File: config.mk
export PLATFORM = sky130hd
export DESIGN_NAME = xif_result_commit_buffer
export DESIGN_NICKNAME = d
export VERILOG_FILES = /design/src/rtl/xif_result_commit_buffer.sv
export SDC_FILE = /design/constraint.sdc
export NUM_CORES = 1
export LEC_CHECK = 0
export ABC_AREA = 1
export BUFFER_PORTS_ARGS = -buffer_cell sky130_fd_sc_hd__buf_4
export CORE_MARGIN = 4
export CORE_UTILIZATION = 30
export CTS_CLUSTER_DIAMETER = 200
export DETAILED_ROUTE_END_ITERATION = 6
export SETUP_SLACK_MARGIN = 0.15
export SLEW_MARGIN = 20
export SYNTH_ARGS = -nofsm -noshare
export SYNTH_HDL_FRONTEND = slang
export SYNTH_SLANG_ARGS = --single-unit
File: constraint.sdc
create_clock -name clk -period 7.75 [get_ports clk]
set_clock_uncertainty 0.15 [all_clocks]
set_input_delay 0.3875 -clock clk [delete_from_list [all_inputs] [get_ports clk]]
set_output_delay 0.3875 -clock clk [all_outputs]
set_load 0.01 [all_outputs]
File: src/rtl/xif_result_commit_buffer.sv
`default_nettype none
// ---------------------------------------------------------------------------
// xif_result_commit_buffer : in-order commit/kill tracker for offloaded FPU ops
// Revision: 1.0
// ---------------------------------------------------------------------------
module xif_result_commit_buffer #(
    parameter int X_ID_WIDTH  = 4,
    parameter int X_RFW_WIDTH = 32,
    parameter int DEPTH       = 4,
    parameter int CNT_W       = $clog2(DEPTH + 1)
) (
    input  logic                   clk,
    input  logic                   reset,
    input  logic                   alloc_valid,
    output logic                   alloc_ready,
    input  logic [X_ID_WIDTH-1:0]  alloc_id,
    input  logic                   alloc_wb,
    input  logic                   commit_valid,
    input  logic [X_ID_WIDTH-1:0]  commit_id,
    input  logic                   commit_kill,
    input  logic                   fpu_valid,
    output logic                   fpu_ready,
    input  logic [X_ID_WIDTH-1:0]  fpu_id,
    input  logic [X_RFW_WIDTH-1:0] fpu_data,
    input  logic [4:0]             fpu_rd,
    output logic                   result_valid,
    input  logic                   result_ready,
    output logic [X_ID_WIDTH-1:0]  result_id,
    output logic [X_RFW_WIDTH-1:0] result_data,
    output logic [4:0]             result_rd,
    output logic [CNT_W-1:0]       count,
    output logic                   err
);

    localparam int PTR_W = $clog2(DEPTH);

    typedef enum logic [1:0] {
        ST_FREE      = 2'd0,
        ST_ISSUED    = 2'd1,
        ST_COMMITTED = 2'd2,
        ST_KILLED    = 2'd3
    } ent_state_e;

    ent_state_e             state_q   [DEPTH];
    ent_state_e             state_d   [DEPTH];
    logic [X_ID_WIDTH-1:0]  id_q      [DEPTH];
    logic [X_ID_WIDTH-1:0]  id_d      [DEPTH];
    logic                   wb_q      [DEPTH];
    logic                   wb_d      [DEPTH];
    logic                   has_res_q [DEPTH];
    logic                   has_res_d [DEPTH];
    logic [X_RFW_WIDTH-1:0] data_q    [DEPTH];
    logic [X_RFW_WIDTH-1:0] data_d    [DEPTH];
    logic [4:0]             rd_q      [DEPTH];
    logic [4:0]             rd_d      [DEPTH];

    logic [PTR_W-1:0]       head_q, head_d;
    logic [PTR_W-1:0]       tail_q, tail_d;
    logic [CNT_W-1:0]       count_q, count_d;
    logic                   err_q, err_d;
    logic                   result_valid_q, result_valid_d;
    logic [X_ID_WIDTH-1:0]  result_id_q, result_id_d;
    logic [X_RFW_WIDTH-1:0] result_data_q, result_data_d;
    logic [4:0]             result_rd_q, result_rd_d;

    logic                   full;
    logic                   alloc_fire;
    logic                   retire;
    logic                   dup_id;
    logic                   commit_hit;
    logic                   fpu_hit;
    logic [PTR_W-1:0]       commit_idx;
    logic [PTR_W-1:0]       fpu_idx;
    logic [PTR_W-1:0]       idx;

    assign full        = (count_q >= CNT_W'(DEPTH));
    assign alloc_ready = ~full;
    assign fpu_ready   = ~reset;
    assign count       = count_q;
    assign err         = err_q;
    assign result_valid = result_valid_q;
    assign result_id    = result_id_q;
    assign result_data  = result_data_q;
    assign result_rd    = result_rd_q;

    always_comb begin
        state_d        = state_q;
        id_d           = id_q;
        wb_d           = wb_q;
        has_res_d      = has_res_q;
        data_d         = data_q;
        rd_d           = rd_q;
        head_d         = head_q;
        tail_d         = tail_q;
        err_d          = err_q;
        result_valid_d = result_valid_q;
        result_id_d    = result_id_q;
        result_data_d  = result_data_q;
        result_rd_d    = result_rd_q;
        alloc_fire     = 1'b0;
        retire         = 1'b0;
        dup_id         = 1'b0;
        commit_hit     = 1'b0;
        fpu_hit        = 1'b0;
        commit_idx     = '0;
        fpu_idx        = '0;
        idx            = '0;

        // Oldest-first scan so duplicate IDs resolve to the earliest issue.
        for (int k = 0; k < DEPTH; k++) begin
            idx = head_q + PTR_W'(k);
            if (state_q[idx] != ST_FREE && id_q[idx] == alloc_id) begin
                dup_id = 1'b1;
            end
            if (!commit_hit && state_q[idx] == ST_ISSUED && id_q[idx] == commit_id) begin
                commit_hit = 1'b1;
                commit_idx = idx;
            end
            if (!fpu_hit && state_q[idx] != ST_FREE && wb_q[idx] && !has_res_q[idx]
                && id_q[idx] == fpu_id) begin
                fpu_hit = 1'b1;
                fpu_idx = idx;
            end
        end

        if (result_valid_q && result_ready) begin
            retire = 1'b1;
        end else if ((state_q[head_q] == ST_COMMITTED && !wb_q[head_q]) ||
                     (state_q[head_q] == ST_KILLED && (has_res_q[head_q] || !wb_q[head_q]))) begin
            retire = 1'b1;
        end
        if (retire) begin
            state_d[head_q]   = ST_FREE;
            has_res_d[head_q] = 1'b0;
            head_d            = head_q + PTR_W'(1);
        end

        if (alloc_valid) begin
            if (full) begin
                err_d = 1'b1;
            end else begin
                alloc_fire        = 1'b1;
                state_d[tail_q]   = ST_ISSUED;
                id_d[tail_q]      = alloc_id;
                wb_d[tail_q]      = alloc_wb;
                has_res_d[tail_q] = 1'b0;
                tail_d            = tail_q + PTR_W'(1);
                if (dup_id) begin
                    err_d = 1'b1;
                end
            end
            if (commit_valid && commit_id == alloc_id) begin
                err_d = 1'b1;
            end
        end

        if (commit_valid && commit_hit) begin
            state_d[commit_idx] = commit_kill ? ST_KILLED : ST_COMMITTED;
        end

        if (fpu_valid && fpu_ready) begin
            if (fpu_hit) begin
                has_res_d[fpu_idx] = 1'b1;
                data_d[fpu_idx]    = fpu_data;
                rd_d[fpu_idx]      = fpu_rd;
            end else begin
                err_d = 1'b1;
            end
        end

        count_d = count_q + CNT_W'(alloc_fire) - CNT_W'(retire);

        // Look at the post-update head so a result arriving this cycle is presented next cycle.
        if (!(result_valid_q && !result_ready)) begin
            result_valid_d = (state_d[head_d] == ST_COMMITTED) && wb_d[head_d] && has_res_d[head_d];
            if (result_valid_d) begin
                result_id_d   = id_d[head_d];
                result_data_d = data_d[head_d];
                result_rd_d   = rd_d[head_d];
            end
        end
    end

    always_ff @(posedge clk or posedge reset) begin
        if (reset) begin
            for (int i = 0; i < DEPTH; i++) begin
                state_q[i]   <= ST_FREE;
                id_q[i]      <= '0;
                wb_q[i]      <= 1'b0;
                has_res_q[i] <= 1'b0;
                data_q[i]    <= '0;
                rd_q[i]      <= '0;
            end
            head_q         <= '0;
            tail_q         <= '0;
            count_q        <= '0;
            err_q          <= 1'b0;
            result_valid_q <= 1'b0;
            result_id_q    <= '0;
            result_data_q  <= '0;
            result_rd_q    <= '0;
        end else begin
            state_q        <= state_d;
            id_q           <= id_d;
            wb_q           <= wb_d;
            has_res_q      <= has_res_d;
            data_q         <= data_d;
            rd_q           <= rd_d;
            head_q         <= head_d;
            tail_q         <= tail_d;
            count_q        <= count_d;
            err_q          <= err_d;
            result_valid_q <= result_valid_d;
            result_id_q    <= result_id_d;
            result_data_q  <= result_data_d;
            result_rd_q    <= result_rd_d;
        end
    end

endmodule
`default_nettype wire
==> out/qor.yml, run 1 <==
synthesis:
  yosysWarnings: 0
  netlist_instances: 1802
  ys.flop_type: "sky130_fd_sc_hd__dfrtp_1"
  combinational_family_with_the_most_area_after_synthesis: "simple AND/OR/NAND/NOR gates"
  synth.mux.area_fraction_pct: 0
  syn_area_sq_um: 13100
  synth_enable_flop_cells: 0
  synthXorXnorAreaFrac_pct: 0.735
  synthArstFlopShare_pct: 100
  synth_seq_cells: 230
  syn_avg_cell_area_sq_um: 7.27
  synth_cell_type_count: 40
  synth_compound_gate_area_share_pct: 3.10
  synth_adder_area_share_pct: 1.11
  synthesis.nets: 1870
  yosys.area_share.simple_pct: 44.2
  seq_area_frac_synth_pct: 43.9
setup_path:
  startpoint: "head_q[1]"
  worst_ep_arrival_time_ns: 6.38
  r2r_setup_slack_ns: 1.67
  critical_path_peak_fanout: 40
  worst_ep_required_time_ns: 8.05
  worstRegToRegCells: 23
  timing.setup.critical_path_class: "reg -> reg"
  critical_path.reg2reg.endpoint: "result_data[31]"
  type_of_element_capturing_the_critical_path: "flop"
  start_kind: "flop"
  r2r-start: "head_q[1]"
power_and_ir_drop:
  pwr-share-comb_pct: 59.6
  total_power_mw: 7.18
  share_of_power_burned_in_the_clock_network_pct: 16.8
  ir_worst_vdd_v: 0.000418
  power_density_nw_per_um2: 465
  power.share.sequential_pct: 23.7
  fraction_of_power_spent_switching_nets_pct: 50.7
  p_leak_nw: 8.45
  power_switching_mw: 3.64
  internal_power_mw: 3.54
sta:
  final_worst_path_cycle_share_pct: 78.4
  final-setup-viol-count: 0
  rsz_0062_raised_after_global_routing: "false"
  worst_margin_slew_ns: 1.13
  hold_violations: 0
  min_period_ns: 6.08
  maxSlewHeadroom_pct: 24.6
  final_max_slew_viol_count: 0
  max_freq_mhz: 165
  setup_tns_ns: 0
  layout_setup_ws_ns: 1.67
cells_and_area:
  area_growth_syn_to_layout_pct: 17.8
  fillers: 4547
  layout-drive-gt1-share_pct: 12.2
  final_common_cell: "sky130_fd_sc_hd__nand2_1"
  commonest_non_fill_non_tap_cells_in_the_layout: "sky130_fd_sc_hd__nand2_1 (695), sky130_fd_sc_hd__nand3_1 (403), sky130_fd_sc_hd__dfrtp_1 (230), sky130_fd_sc_hd__buf_4 (122), sky130_fd_sc_hd__nand4_1 (87)"
  nNetsFinal: 1952
  ff_latch_area_sq_um: 5760
  multi_input_area_sq_um: 6470
status:
  status: "finished clean"
clock_network:
  cts_tree: "done"
  tritoncts.num_buffers: 27
  root_buffer: "sky130_fd_sc_hd__clkbuf_16"
  numClockSinks: 230
  worst_skew_pair.late_latency_ns: 0.53
  cts.path.max_buffers: 3
  cts_htree_levels: 1
  clk_pin_slew_ns: 0.06
flow_run:
  drv.max_cap_violation_count: 0
floorplan:
  rows: 76
  pin_count: 105
  die_h_microns: 217
  design.die.area_sq_um: 47100
  start_util_pct: 30.4
  core_sq_um: 43100
  die_x_microns: 217
hold_path:
  min_from: "alloc_valid"
  timing.hold.worst_path_depth: 3
  hold_end: "err"
  min_path_type: "in -> reg"
place:
  portBuffers: 104
  finalWeightedCongestion: 0.954
  dp_hpwl_microns: 27900
  minimum_setup_slack_after_placement_ns: 1.61
drt:
  postRouteWirelength_microns: 42700
  drt_pass1_iterations: 6
  num_vias: 12700
  avgRoutedWirePerCell_microns: 17.2
  remaining_drc_errors: 0
  post_drt_via_cell_ratio: 5.11
  detailedRoute.firstIterationViolations: 1047
  drtAntennaViolNets: 0
global_route:
  grt_max_degree: 98
  wire_length_of_the_first_global_routing_pass_microns: 68000
  grt_pass1_vias: 11900
  grt_overflow_total: 0
  antenna_found_initial: 1
  track_usage_pct: 17.7
-- power groups by stage --
stage / Clock [mW] / Sequential [mW] / Combinational (mW)
2_1_floorplan: 0 / 1.68 / 3.12
3_3_place_gp: 0 / 1.71 / 4.22
3_5_place_dp: 0 / 1.72 / 4.25
4_1_cts: 1.24 / 1.70 / 4.28
5_1_grt: 1.29 / 1.73 / 4.76
6_report: 1.21 / 1.70 / 4.28
-- metal layers --
| metal | GRT usage (%) | routed length, microns | up-vias |
|---|---|---|---|
| met2 | 28.7 | 20000 | 395 |
| met5 | 0 | 0 | - |
| met1 | 25.5 | 19700 | 6125 |
| met4 | 3.73 | 732 | 0 |
| li1 | - | - | 6139 |
| met3 | 2.18 | 2280 | 49 |
-- cells in the mapped netlist (9+ instances only) --
| cell | count | area, sq um |
|---|---|---|
| sky130_fd_sc_hd__a21oi_1 | 21 | 105 |
| sky130_fd_sc_hd__buf_1 | 14 | 52.6 |
| sky130_fd_sc_hd__buf_2 | 56 | 280 |
| sky130_fd_sc_hd__buf_4 | 12 | 90.1 |
| sky130_fd_sc_hd__clkbuf_1 | 17 | 63.8 |
| sky130_fd_sc_hd__dfrtp_1 | 230 | 5760 |
| sky130_fd_sc_hd__ha_1 | 10 | 125 |
| sky130_fd_sc_hd__inv_1 | 75 | 282 |
| sky130_fd_sc_hd__nand2_1 | 698 | 2620 |
| sky130_fd_sc_hd__nand2_2 | 22 | 138 |
| sky130_fd_sc_hd__nand3_1 | 403 | 2020 |
| sky130_fd_sc_hd__nand3_2 | 14 | 140 |
| sky130_fd_sc_hd__nand4_1 | 87 | 544 |
| sky130_fd_sc_hd__nor2_1 | 45 | 169 |
| sky130_fd_sc_hd__nor2_2 | 10 | 62.6 |
| sky130_fd_sc_hd__o21ai_0 | 33 | 165 |
| sky130_fd_sc_hd__xor2_1 | 9 | 78.8 |
-- kinds of logic after synthesis --
| logic type | count (synthesis) |
|---|---|
| xor gates and xnor gates | 11 |
| adders and majority gates | 11 |
| DFF | 230 |
| and+or+nand+nor | 1287 |
| AOI/OAI and AO/OA | 71 |
| buffers and inverters | 192 |
-- through the flow --
stage	utilization (%)	area (sq um)	hold WS, ns	cells
after floorplan	-	13100	0.287	1802
after global placement	33.0	14200	0.298	2401
after detailed placement	33.0	14200	0.303	2401
after CTS	35.8	15400	0.0531	2486
after global routing	35.8	15400	0.0659	2487
final	35.8	15400	0.0840	2487
-- timing repair --
item,CTS,global route
resized for setup,0,0
buffers inserted,0,0
hold endpoints to repair,151,0
endpoints found under the setup margin,0,0
hold buffers,39,0
-- worst max-delay path, cell delays in order (launching register included) --
cell and delay [ns]:
sky130_fd_sc_hd__dfrtp_1 0.86, sky130_fd_sc_hd__inv_2 0.39, sky130_fd_sc_hd__ha_1 0.39, sky130_fd_sc_hd__buf_4 0.22
sky130_fd_sc_hd__inv_2 0.31, sky130_fd_sc_hd__nand3_1 0.19, sky130_fd_sc_hd__nand2_1 0.15, sky130_fd_sc_hd__nand2_1 0.09
sky130_fd_sc_hd__nand2_1 0.07, sky130_fd_sc_hd__nor2_1 0.05, sky130_fd_sc_hd__nand3_1 0.12, sky130_fd_sc_hd__nand2_1 0.10
sky130_fd_sc_hd__nor2_1 0.09, sky130_fd_sc_hd__nand3_1 0.12, sky130_fd_sc_hd__nand2_4 0.46, sky130_fd_sc_hd__nand3_2 0.59
sky130_fd_sc_hd__nand2_2 0.20, sky130_fd_sc_hd__nand2_1 0.06, sky130_fd_sc_hd__nand3_1 0.13, sky130_fd_sc_hd__nand2_2 0.09
sky130_fd_sc_hd__nor2_4 0.48, sky130_fd_sc_hd__buf_4 0.38, sky130_fd_sc_hd__nand4_1 0.14, sky130_fd_sc_hd__nand2_1 0.12
-- how the worst max path moves through the flow --
stage / to / cells after the start
global route: result_data[26] / 24
global placement: result_rd[4] / 23
detailed placement: result_data[31] / 23
finish: result_data[31] / 23
floorplan: result_data[10] / 13
CTS: result_data[31] / 23
-- state kept, by name (all words and copies together) (netlist names) --
register / flops
result_rd: 5
data_q: 128
head_q: 2
id_q: 16
result_data: 32
result_valid: 1
wb_q: 4
count: 3
err: 1
result_id: 4
has_res_q: 4
state_q: 8
rd_q: 20
tail_q: 2
-- layout make-up --
cell class | count | area share, %
Timing Repair Buffer | 161 | 8.47
Tap cell | 585 | 4.74
Antenna cell | 1 | 0.0162
Clock inverter | 4 | 0.292
Sequential cell | 230 | 37.3
Inverter | 84 | 2.12
Clock buffer | 42 | 5.13
Multi-Input combinational cell | 1380 | 41.9
No activity file was read; power rests on OpenSTA's default activity.
==> inputs of run 2 (changes only) <==
==> constraint.sdc (replaced) <==
create_clock -name clk -period 5.69 [get_ports clk]
set_clock_uncertainty 0.15 [all_clocks]
set_input_delay 0.2845 -clock clk [delete_from_list [all_inputs] [get_ports clk]]
set_output_delay 0.2845 -clock clk [all_outputs]
set_load 0.01 [all_outputs]
==> run 2 against run 1 <==
Against the previous run:
- power grew 37%
- wire length is 1.6% higher
- worst setup slack lost 0.78 ns
- highest routed layer is now met5
- largest power group unchanged
==> out/qor.yml, run 2 (same netlist as run 1, synthesis figures left out) <==
status:
  status: "finished clean"
place:
  placed_area_sq_um: 14200  # +0.29%
  portBuffers: 104  # unchanged
  finalWeightedCongestion: 0.870  # -8.8%
  post-place-cells: 2407  # +0.25%
  dp_hpwl_microns: 27900  # about the same
power_and_ir_drop:
  fraction_of_power_spent_switching_nets_pct: 51.1  # +0.43 points
  ir_worst_vdd_v: 0.000406  # -2.9%
  pwr-share-comb_pct: 59.8  # +0.2 points
  power_density_nw_per_um2: 636  # +37%
  power_switching_mw: 5.04  # +39%
  p_leak_nw: 8.49  # +0.48%
  total_power_mw: 9.87  # +37%
  power.share.sequential_pct: 23.4  # -0.3 points
  internal_power_mw: 4.83  # +36%
  share_of_power_burned_in_the_clock_network_pct: 16.8  # about the same
hold_path:
  min_path_type: "in -> reg"
cells_and_area:
  nNetsFinal: 1960  # +0.41%
  final_common_cell: "sky130_fd_sc_hd__nand2_1"
  max_ffs_per_register: 128  # unchanged
  commonest_non_fill_non_tap_cells_in_the_layout: "sky130_fd_sc_hd__nand2_1 (695), sky130_fd_sc_hd__nand3_1 (403), sky130_fd_sc_hd__dfrtp_1 (230), sky130_fd_sc_hd__buf_4 (127), sky130_fd_sc_hd__nand4_1 (87)"
  layout-drive-gt1-share_pct: 12.8  # +0.61 points
  final_cells: 2497  # +0.40%
  largest_register: "data_q"
  area_growth_syn_to_layout_pct: 18.4
  postLayoutCellArea_sq_um: 15500  # +0.53%
  diodes: 0  # -1
sta:
  final-setup-viol-count: 0  # unchanged
  max_freq_mhz: 209  # +27%
  final.hold.worst_slack_ns: 0.0679  # -0.0161 ns
  min_period_ns: 4.79  # -1.28 ns
  maxSlewHeadroom_pct: 29.9  # +5.3 points
  final_max_slew_viol_count: 0  # unchanged
  hold_violations: 0  # unchanged
  rsz_0062_raised_after_global_routing: "false"
  final_worst_path_cycle_share_pct: 84.2  # +5.8 points
  setup_tns_ns: 0  # unchanged
  worst_margin_slew_ns: 1.05  # -0.0801 ns
drt:
  remaining_drc_errors: 0  # unchanged
  detailedRoute.firstIterationViolations: 1086  # +3.7%
  drt_pass1_iterations: 6  # unchanged
  num_vias: 12800  # +0.36%
  postRouteWirelength_microns: 43300  # +1.6%
  avgRoutedWirePerCell_microns: 17.4  # +1.1%
  post_drt_via_cell_ratio: 5.11  # about the same
  drtAntennaViolNets: 0  # unchanged
setup_path:
  critical-path-top-delay-family: "simple AND/OR/NAND/NOR gates"
  path_cells: "inv_6, ha_1, buf_4, nand3_1, nand2_1, nand2_1, nand2_1, nor2_1, nand2_1, nor2_2, nand3_1, nand2_1, nor2_4, nand2_4, buf_4, nand3_1, nand2_1, nand3_1, nor2_1, nor2_1, nor2_4, buf_4, nand4_1, nand2_1"
  critical_path_peak_fanout: 36  # -10%
  crit_path_max_cell_delay_ns: 0.50  # -0.36 ns
  timing.critical_path.slowest_stage_cell: "sky130_fd_sc_hd__nor2_4"
  worst_ep_arrival_time_ns: 5.10  # -1.28 ns
  type_of_element_capturing_the_critical_path: "flop"
  worst_ep_required_time_ns: 6.00  # -2.05 ns
  cpMostUsedCell: "sky130_fd_sc_hd__nand2_1"
  timing.setup.critical_path_class: "reg -> reg"
  critPathBufInv: 4  # unchanged
  start_kind: "flop"
clock_network:
  tritoncts.num_buffers: 27  # unchanged
  post_cts_sizing_count: 0  # unchanged
  cts_tree: "done"
  clk_pin_slew_ns: 0.06  # about the same
  worst_skew_pair.late_latency_ns: 0.53  # about the same
  cts.path.max_buffers: 3  # unchanged
  cts_htree_levels: 1  # unchanged
  root_buffer: "sky130_fd_sc_hd__clkbuf_16"
  numClockSinks: 230  # unchanged
floorplan:
  rows: 76  # unchanged
  core_sq_um: 43100  # unchanged
  design.die.area_sq_um: 47100  # unchanged
  pin_count: 105  # unchanged
  die_h_microns: 217  # unchanged
  die_x_microns: 217  # unchanged
  start_util_pct: 30.4  # unchanged
global_route:
  antenna_found_initial: 1  # unchanged
  wire_length_of_the_first_global_routing_pass_microns: 69800  # +2.7%
  grt_overflow_total: 0  # unchanged
  track_usage_pct: 18.1  # +0.45 points
  grt_pass1_vias: 12400  # +4.7%
  grt_max_degree: 79  # -19%
flow_run:
  drv.max_cap_violation_count: 0  # unchanged
==> run 2: changes by cell type in the layout (fill, tap and decap cells not counted) <==
cell                            previous run  this run
sky130_fd_sc_hd__buf_4                   122       127
sky130_fd_sc_hd__clkinv_2                  3         8
sky130_fd_sc_hd__clkbuf_1                  9         5
sky130_fd_sc_hd__clkinvlp_4                0         4
sky130_fd_sc_hd__dlygate4sd3_1            39        41
sky130_fd_sc_hd__buf_6                     0         1
sky130_fd_sc_hd__clkbuf_8                  6         5
sky130_fd_sc_hd__diode_2                   1         0
sky130_fd_sc_hd__inv_8                     1         0
==> run 2: path summary, 6_finish.rpt <==
path | start | end | slack, ns | depth (start not counted)
worst max register to register | head_q[0] | result_id[0] | 0.90 | 24
worst min-delay path | commit_valid | state_q[5] | 0.07 | 5
worst min register to register | data_q[64] | data_q[64] | 0.31 | 2
max in group asynchronous | reset | data_q[26] | 3.02 | 5
min in group asynchronous | reset | data_q[39] | 0.28 | 3
worst max-delay path | head_q[0] | result_id[0] | 0.90 | 24
==> run 2: worst reg2reg max path, delay by kind of cell, from the launching register on <==
kind | cells | cell delay (ns)
adders and majority gates | 1 | 0.31
buffers and inverters | 4 | 1.25
and+or+nand+nor | 19 | 2.57
DFF | 1 | 0.42
==> run 2: through the flow <==
stage | setup slack, ns | util, %
floorplan | 0.463 | -
global route | 0.484 | 36.0
CTS | 0.895 | 36.0
detailed placement | 0.913 | 33.1
global placement | 1.04 | 33.1
finish | 0.898 | 36.0
==> run 2: layer usage <==
layer	GRT usage, %	part of all wire, %	up-vias	wire, microns
li1	-	-	6159	-
met3	2.56	6.0	73	2590
met1	25.2	45	6130	19500
met2	29.9	47	390	20300
met5	0	0.032	-	14
met4	4.54	2.1	2	915
==> run 2: area by class of cell <==
| type | instances | area (sq um) |
|---|---|---|
| Clock buffer | 37 | 763 |
| Inverter | 84 | 324 |
| Sequential cell | 230 | 5760 |
| Multi-Input combinational cell | 1380 | 6470 |
| Clock inverter | 12 | 92.6 |
| Timing Repair Buffer | 169 | 1380 |
| Fill cell | 4545 | 27600 |
| Tap cell | 585 | 732 |
==> run 2: repair_timing <==
action                    4_1_cts  5_1_grt
buffers inserted                0        0
hold endpoints to repair      182        0
hold buffers                   41        0
==> run 2: power by group through the flow <==
stage,registers (mW),clock network [mW],logic [mW]
after global placement,2.33,0,5.80
after detailed placement,2.33,0,5.86
final,2.31,1.66,5.90
after CTS,2.31,1.70,5.90
after global routing,2.35,1.77,6.64
after floorplan,2.29,0,4.25
==> inputs of run 3 (changes only) <==
--- a/config.mk
+++ b/config.mk
@@ -5,7 +5,7 @@
 export SDC_FILE = /design/constraint.sdc
 export NUM_CORES = 1
 export LEC_CHECK = 0
-export ABC_AREA = 1
+export ABC_AREA = 0
 export BUFFER_PORTS_ARGS = -buffer_cell sky130_fd_sc_hd__buf_4
 export CORE_MARGIN = 4
 export CORE_UTILIZATION = 30
==> constraint.sdc (replaced) <==
create_clock -name clk -period 4.85 [get_ports clk]
set_clock_uncertainty 0.15 [all_clocks]
set_input_delay 0.2425 -clock clk [delete_from_list [all_inputs] [get_ports clk]]
set_output_delay 0.2425 -clock clk [all_outputs]
set_load 0.01 [all_outputs]
==> run 3 against run 2 <==
Against the previous run:
- cell count is 30% lower
- utilization grew 1.4 points
- clock power up 13%
- synthesized cell count is 43% lower
- wire length is 19% lower
- area after synthesis down 1.8%
- critical path type unchanged
- critical endpoint is now result_data[20]
==> out/qor.yml, run 3 <==
floorplan:
  core_sq_um: 42100  # -2.2%
  die_h_microns: 215  # -0.87%
  pin_count: 105  # unchanged
  design.die.area_sq_um: 46300  # -1.7%
  rows: 75  # -1.3%
  start_util_pct: 30.5  # +0.12 points
  die_x_microns: 215  # -0.87%
clock_network:
  cts_htree_levels: 1  # unchanged
  root_buffer: "sky130_fd_sc_hd__clkbuf_16"
  tritoncts.num_buffers: 27  # unchanged
  worst_skew_pair.late_latency_ns: 0.52  # about the same
  cts.path.max_buffers: 3  # unchanged
  numClockSinks: 230  # unchanged
  cts_tree: "done"
  clk_pin_slew_ns: 0.06  # about the same
synthesis:
  synth_enable_flop_cells: 0  # unchanged
  seq_area_frac_synth_pct: 44.7  # +0.81 points
  synthArstFlopShare_pct: 100  # unchanged
  synthDominantAreaCellType: "sky130_fd_sc_hd__dfrtp_1"
  yosysWarnings: 0  # unchanged
  synthesis.nets: 1101  # -41%
  synthMostInstantiatedCell: "sky130_fd_sc_hd__dfrtp_1"
  synth_top_cells_by_count: "sky130_fd_sc_hd__dfrtp_1 (230), sky130_fd_sc_hd__mux2_2 (170), sky130_fd_sc_hd__nand2b_1 (84)"
  syn_area_sq_um: 12900  # -1.8%
  netlist_instances: 1033  # -43%
  synth_seq_cells: 230  # unchanged
  synth_top_area_share_pct: 44.7  # +0.81 points
  syn_avg_cell_area_sq_um: 12.5  # +71%
  ys.flop_type: "sky130_fd_sc_hd__dfrtp_1"
  synth_area_leaders: "sky130_fd_sc_hd__dfrtp_1 (45%), sky130_fd_sc_hd__mux2_2 (15%), sky130_fd_sc_hd__o221a_2 (6.5%), sky130_fd_sc_hd__mux2_4 (4.7%), sky130_fd_sc_hd__mux4_2 (4.6%)"
  synth_cell_type_count: 66  # +65%
setup_path:
  timing.critical_path.slowest_stage_cell: "sky130_fd_sc_hd__mux4_1"
  critical-path-top-delay-family: "simple AND/OR/NAND/NOR gates"
  worst_ep_required_time_ns: 5.10  # -0.90 ns
  path_cells: "buf_6, mux4_1, xnor2_1, nand2_1, or4_1, a2111o_1, and3_2, or3_4, o2bb2a_4, o32a_2, nand3b_4, buf_4, mux2_4"
  crit_path_max_cell_delay_ns: 0.70  # +0.20 ns
  critPathBufInv: 2  # -2
  start_kind: "flop"
  type_of_element_capturing_the_critical_path: "flop"
  r2r_setup_slack_ns: 0.31  # -0.59 ns
  timing.setup.critical_path_class: "reg -> reg"
  worst_ep_arrival_time_ns: 4.79  # -0.31 ns
  critical_path_peak_fanout: 28  # -22%
power_and_ir_drop:
  ir_worst_vdd_v: 0.000358  # -12%
  p_leak_nw: 7.08  # -17%
  power_density_nw_per_um2: 813  # +28%
place:
  finalWeightedCongestion: 0.908  # +4.4%
  minimum_setup_slack_after_placement_ns: 0.120  # -0.793 ns
  portBuffers: 104  # unchanged
  post-place-cells: 1649  # -31%
  dp_hpwl_microns: 23100  # -17%
hold_path:
  min_path_type: "in -> reg"
global_route:
  track_usage_pct: 14.7  # -3.4 points
  grt_overflow_total: 0  # unchanged
  antenna_found_initial: 3  # +2
  grt_pass1_vias: 9634  # -23%
  grt_max_degree: 136  # +72%
  wire_length_of_the_first_global_routing_pass_microns: 55600  # -20%
flow_run:
  drv.max_cap_violation_count: 0  # unchanged
sta:
  min_period_ns: 4.54  # -0.253 ns
  layout_setup_ws_ns: 0.310  # -0.587 ns
  final_max_slew_viol_count: 0  # unchanged
  final_worst_path_cycle_share_pct: 93.6  # +9.4 points
  hold_violations: 0  # unchanged
  worst_margin_slew_ns: 0.720  # -0.331 ns
  maxSlewHeadroom_pct: 52.0  # +22 points
  max_freq_mhz: 220  # +5.6%
  final.hold.worst_slack_ns: 0.0466  # -0.0213 ns
  final-setup-viol-count: 0  # unchanged
  rsz_0062_raised_after_global_routing: "false"
  setup_tns_ns: 0  # unchanged
cells_and_area:
  largest_register: "data_q"
  final_common_cell: "sky130_fd_sc_hd__dfrtp_1"
  commonest_non_fill_non_tap_cells_in_the_layout: "sky130_fd_sc_hd__dfrtp_1 (230), sky130_fd_sc_hd__mux2_2 (170), sky130_fd_sc_hd__buf_4 (145), sky130_fd_sc_hd__nand2b_1 (84), sky130_fd_sc_hd__o221a_2 (74)"
  final_cells: 1748  # -30%
  max_ffs_per_register: 128  # unchanged
  layout-drive-gt1-share_pct: 44.0  # +31 points
  area_growth_syn_to_layout_pct: 22.6
  nNetsFinal: 1258  # -36%
drt:
  avgRoutedWirePerCell_microns: 20.0  # +15%
  drt_pass1_iterations: 5  # -1
  detailedRoute.firstIterationViolations: 633  # -42%
  postRouteWirelength_microns: 35000  # -19%
  remaining_drc_errors: 0  # unchanged
  post_drt_via_cell_ratio: 5.22  # +2.2%
  drtAntennaViolNets: 0  # unchanged
  num_vias: 9122  # -28%
status:
  status: "finished clean"
==> run 3: logic make-up (layout without fill, tap and decap cells) <==
group / after synthesis / after routing / share of synthesized area [%]
AO/OA/AOI/OAI: 166 / 166 / 11.3
other: 0 / 1 / 0
AND/OR/NAND/NOR: 229 / 229 / 9.98
adder cells (fa/ha/maj): 11 / 11 / 1.13
XOR/XNOR: 57 / 57 / 3.88
buffers and inverters: 86 / 261 / 3.33
multiplexers: 254 / 254 / 25.6
flip-flops: 230 / 230 / 44.7
==> run 3: worst reg2reg max path, stage by stage (launching register included) <==
cell	delay, ns
sky130_fd_sc_hd__dfrtp_1	0.37
sky130_fd_sc_hd__buf_6	0.28
sky130_fd_sc_hd__mux4_1	0.70
sky130_fd_sc_hd__xnor2_1	0.19
sky130_fd_sc_hd__nand2_1	0.06
sky130_fd_sc_hd__or4_1	0.51
sky130_fd_sc_hd__a2111o_1	0.45
sky130_fd_sc_hd__and3_2	0.29
sky130_fd_sc_hd__or3_4	0.37
sky130_fd_sc_hd__o2bb2a_4	0.20
sky130_fd_sc_hd__o32a_2	0.17
sky130_fd_sc_hd__nand3b_4	0.09
sky130_fd_sc_hd__buf_4	0.24
sky130_fd_sc_hd__mux2_4	0.34
==> run 3: cell type report <==
type	instances	area [sq um]
Antenna cell	1	2.50
Clock buffer	40	774
Clock inverter	7	42.5
Fill cell	4045	26400
Inverter	14	56.3
Multi-Input combinational cell	717	6750
Sequential cell	230	5760
Tap cell	539	674
Timing Repair Buffer	200	1720
==> run 3: stage by stage <==
stage          utilization [%]  instance area, sq um  total power [mW]
6_report                  37.4                 15800              12.8
5_1_grt                   37.4                 15800              13.8
4_1_cts                   37.3                 15700              12.9
3_5_place_dp              34.2                 14400              10.9
3_3_place_gp              34.2                 14400              10.7
2_1_floorplan                -                 12900              8.62
==> run 3: what timing repair did <==
action,4_1_cts,5_1_grt
gates resized for setup,2,6
hold buffers,46,0
pin swaps,0,2
setup buffers,0,5
endpoints found under the setup margin,37,115
hold endpoints to repair,211,0
==> run 3: where the power goes <==
group          switching, mW  leakage [nW]  total [mW]  internal (mW)
combinational           3.89          3.77        7.82           3.92
sequential             0.495          2.90        3.13           2.64
clock                  0.781         0.406        1.88           1.10
total                   5.17          7.08        12.8           7.66
==> run 3: metal layers <==
| metal | wire, microns | share of wire (%) | track usage [%] | vias up |
|---|---|---|---|---|
| met5 | 20 | 0.057 | 0 | - |
| met4 | 469 | 1.3 | 2.58 | 4 |
| met3 | 1810 | 5.2 | 2.71 | 44 |
| met2 | 16700 | 48 | 24.4 | 210 |
| met1 | 16000 | 46 | 20.6 | 4696 |
| li1 | - | - | - | 4168 |
==> run 3: path summary, 6_finish.rpt <==
check / start / to / cells past startpoint
min: result_ready / result_valid / 3
max in group asynchronous: reset / data_q[120] / 4
max: head_q[0] / result_data[20] / 13
min reg2reg: data_q[10] / data_q[10] / 1
max reg2reg: head_q[0] / result_data[20] / 13
min in group asynchronous: reset / err / 3
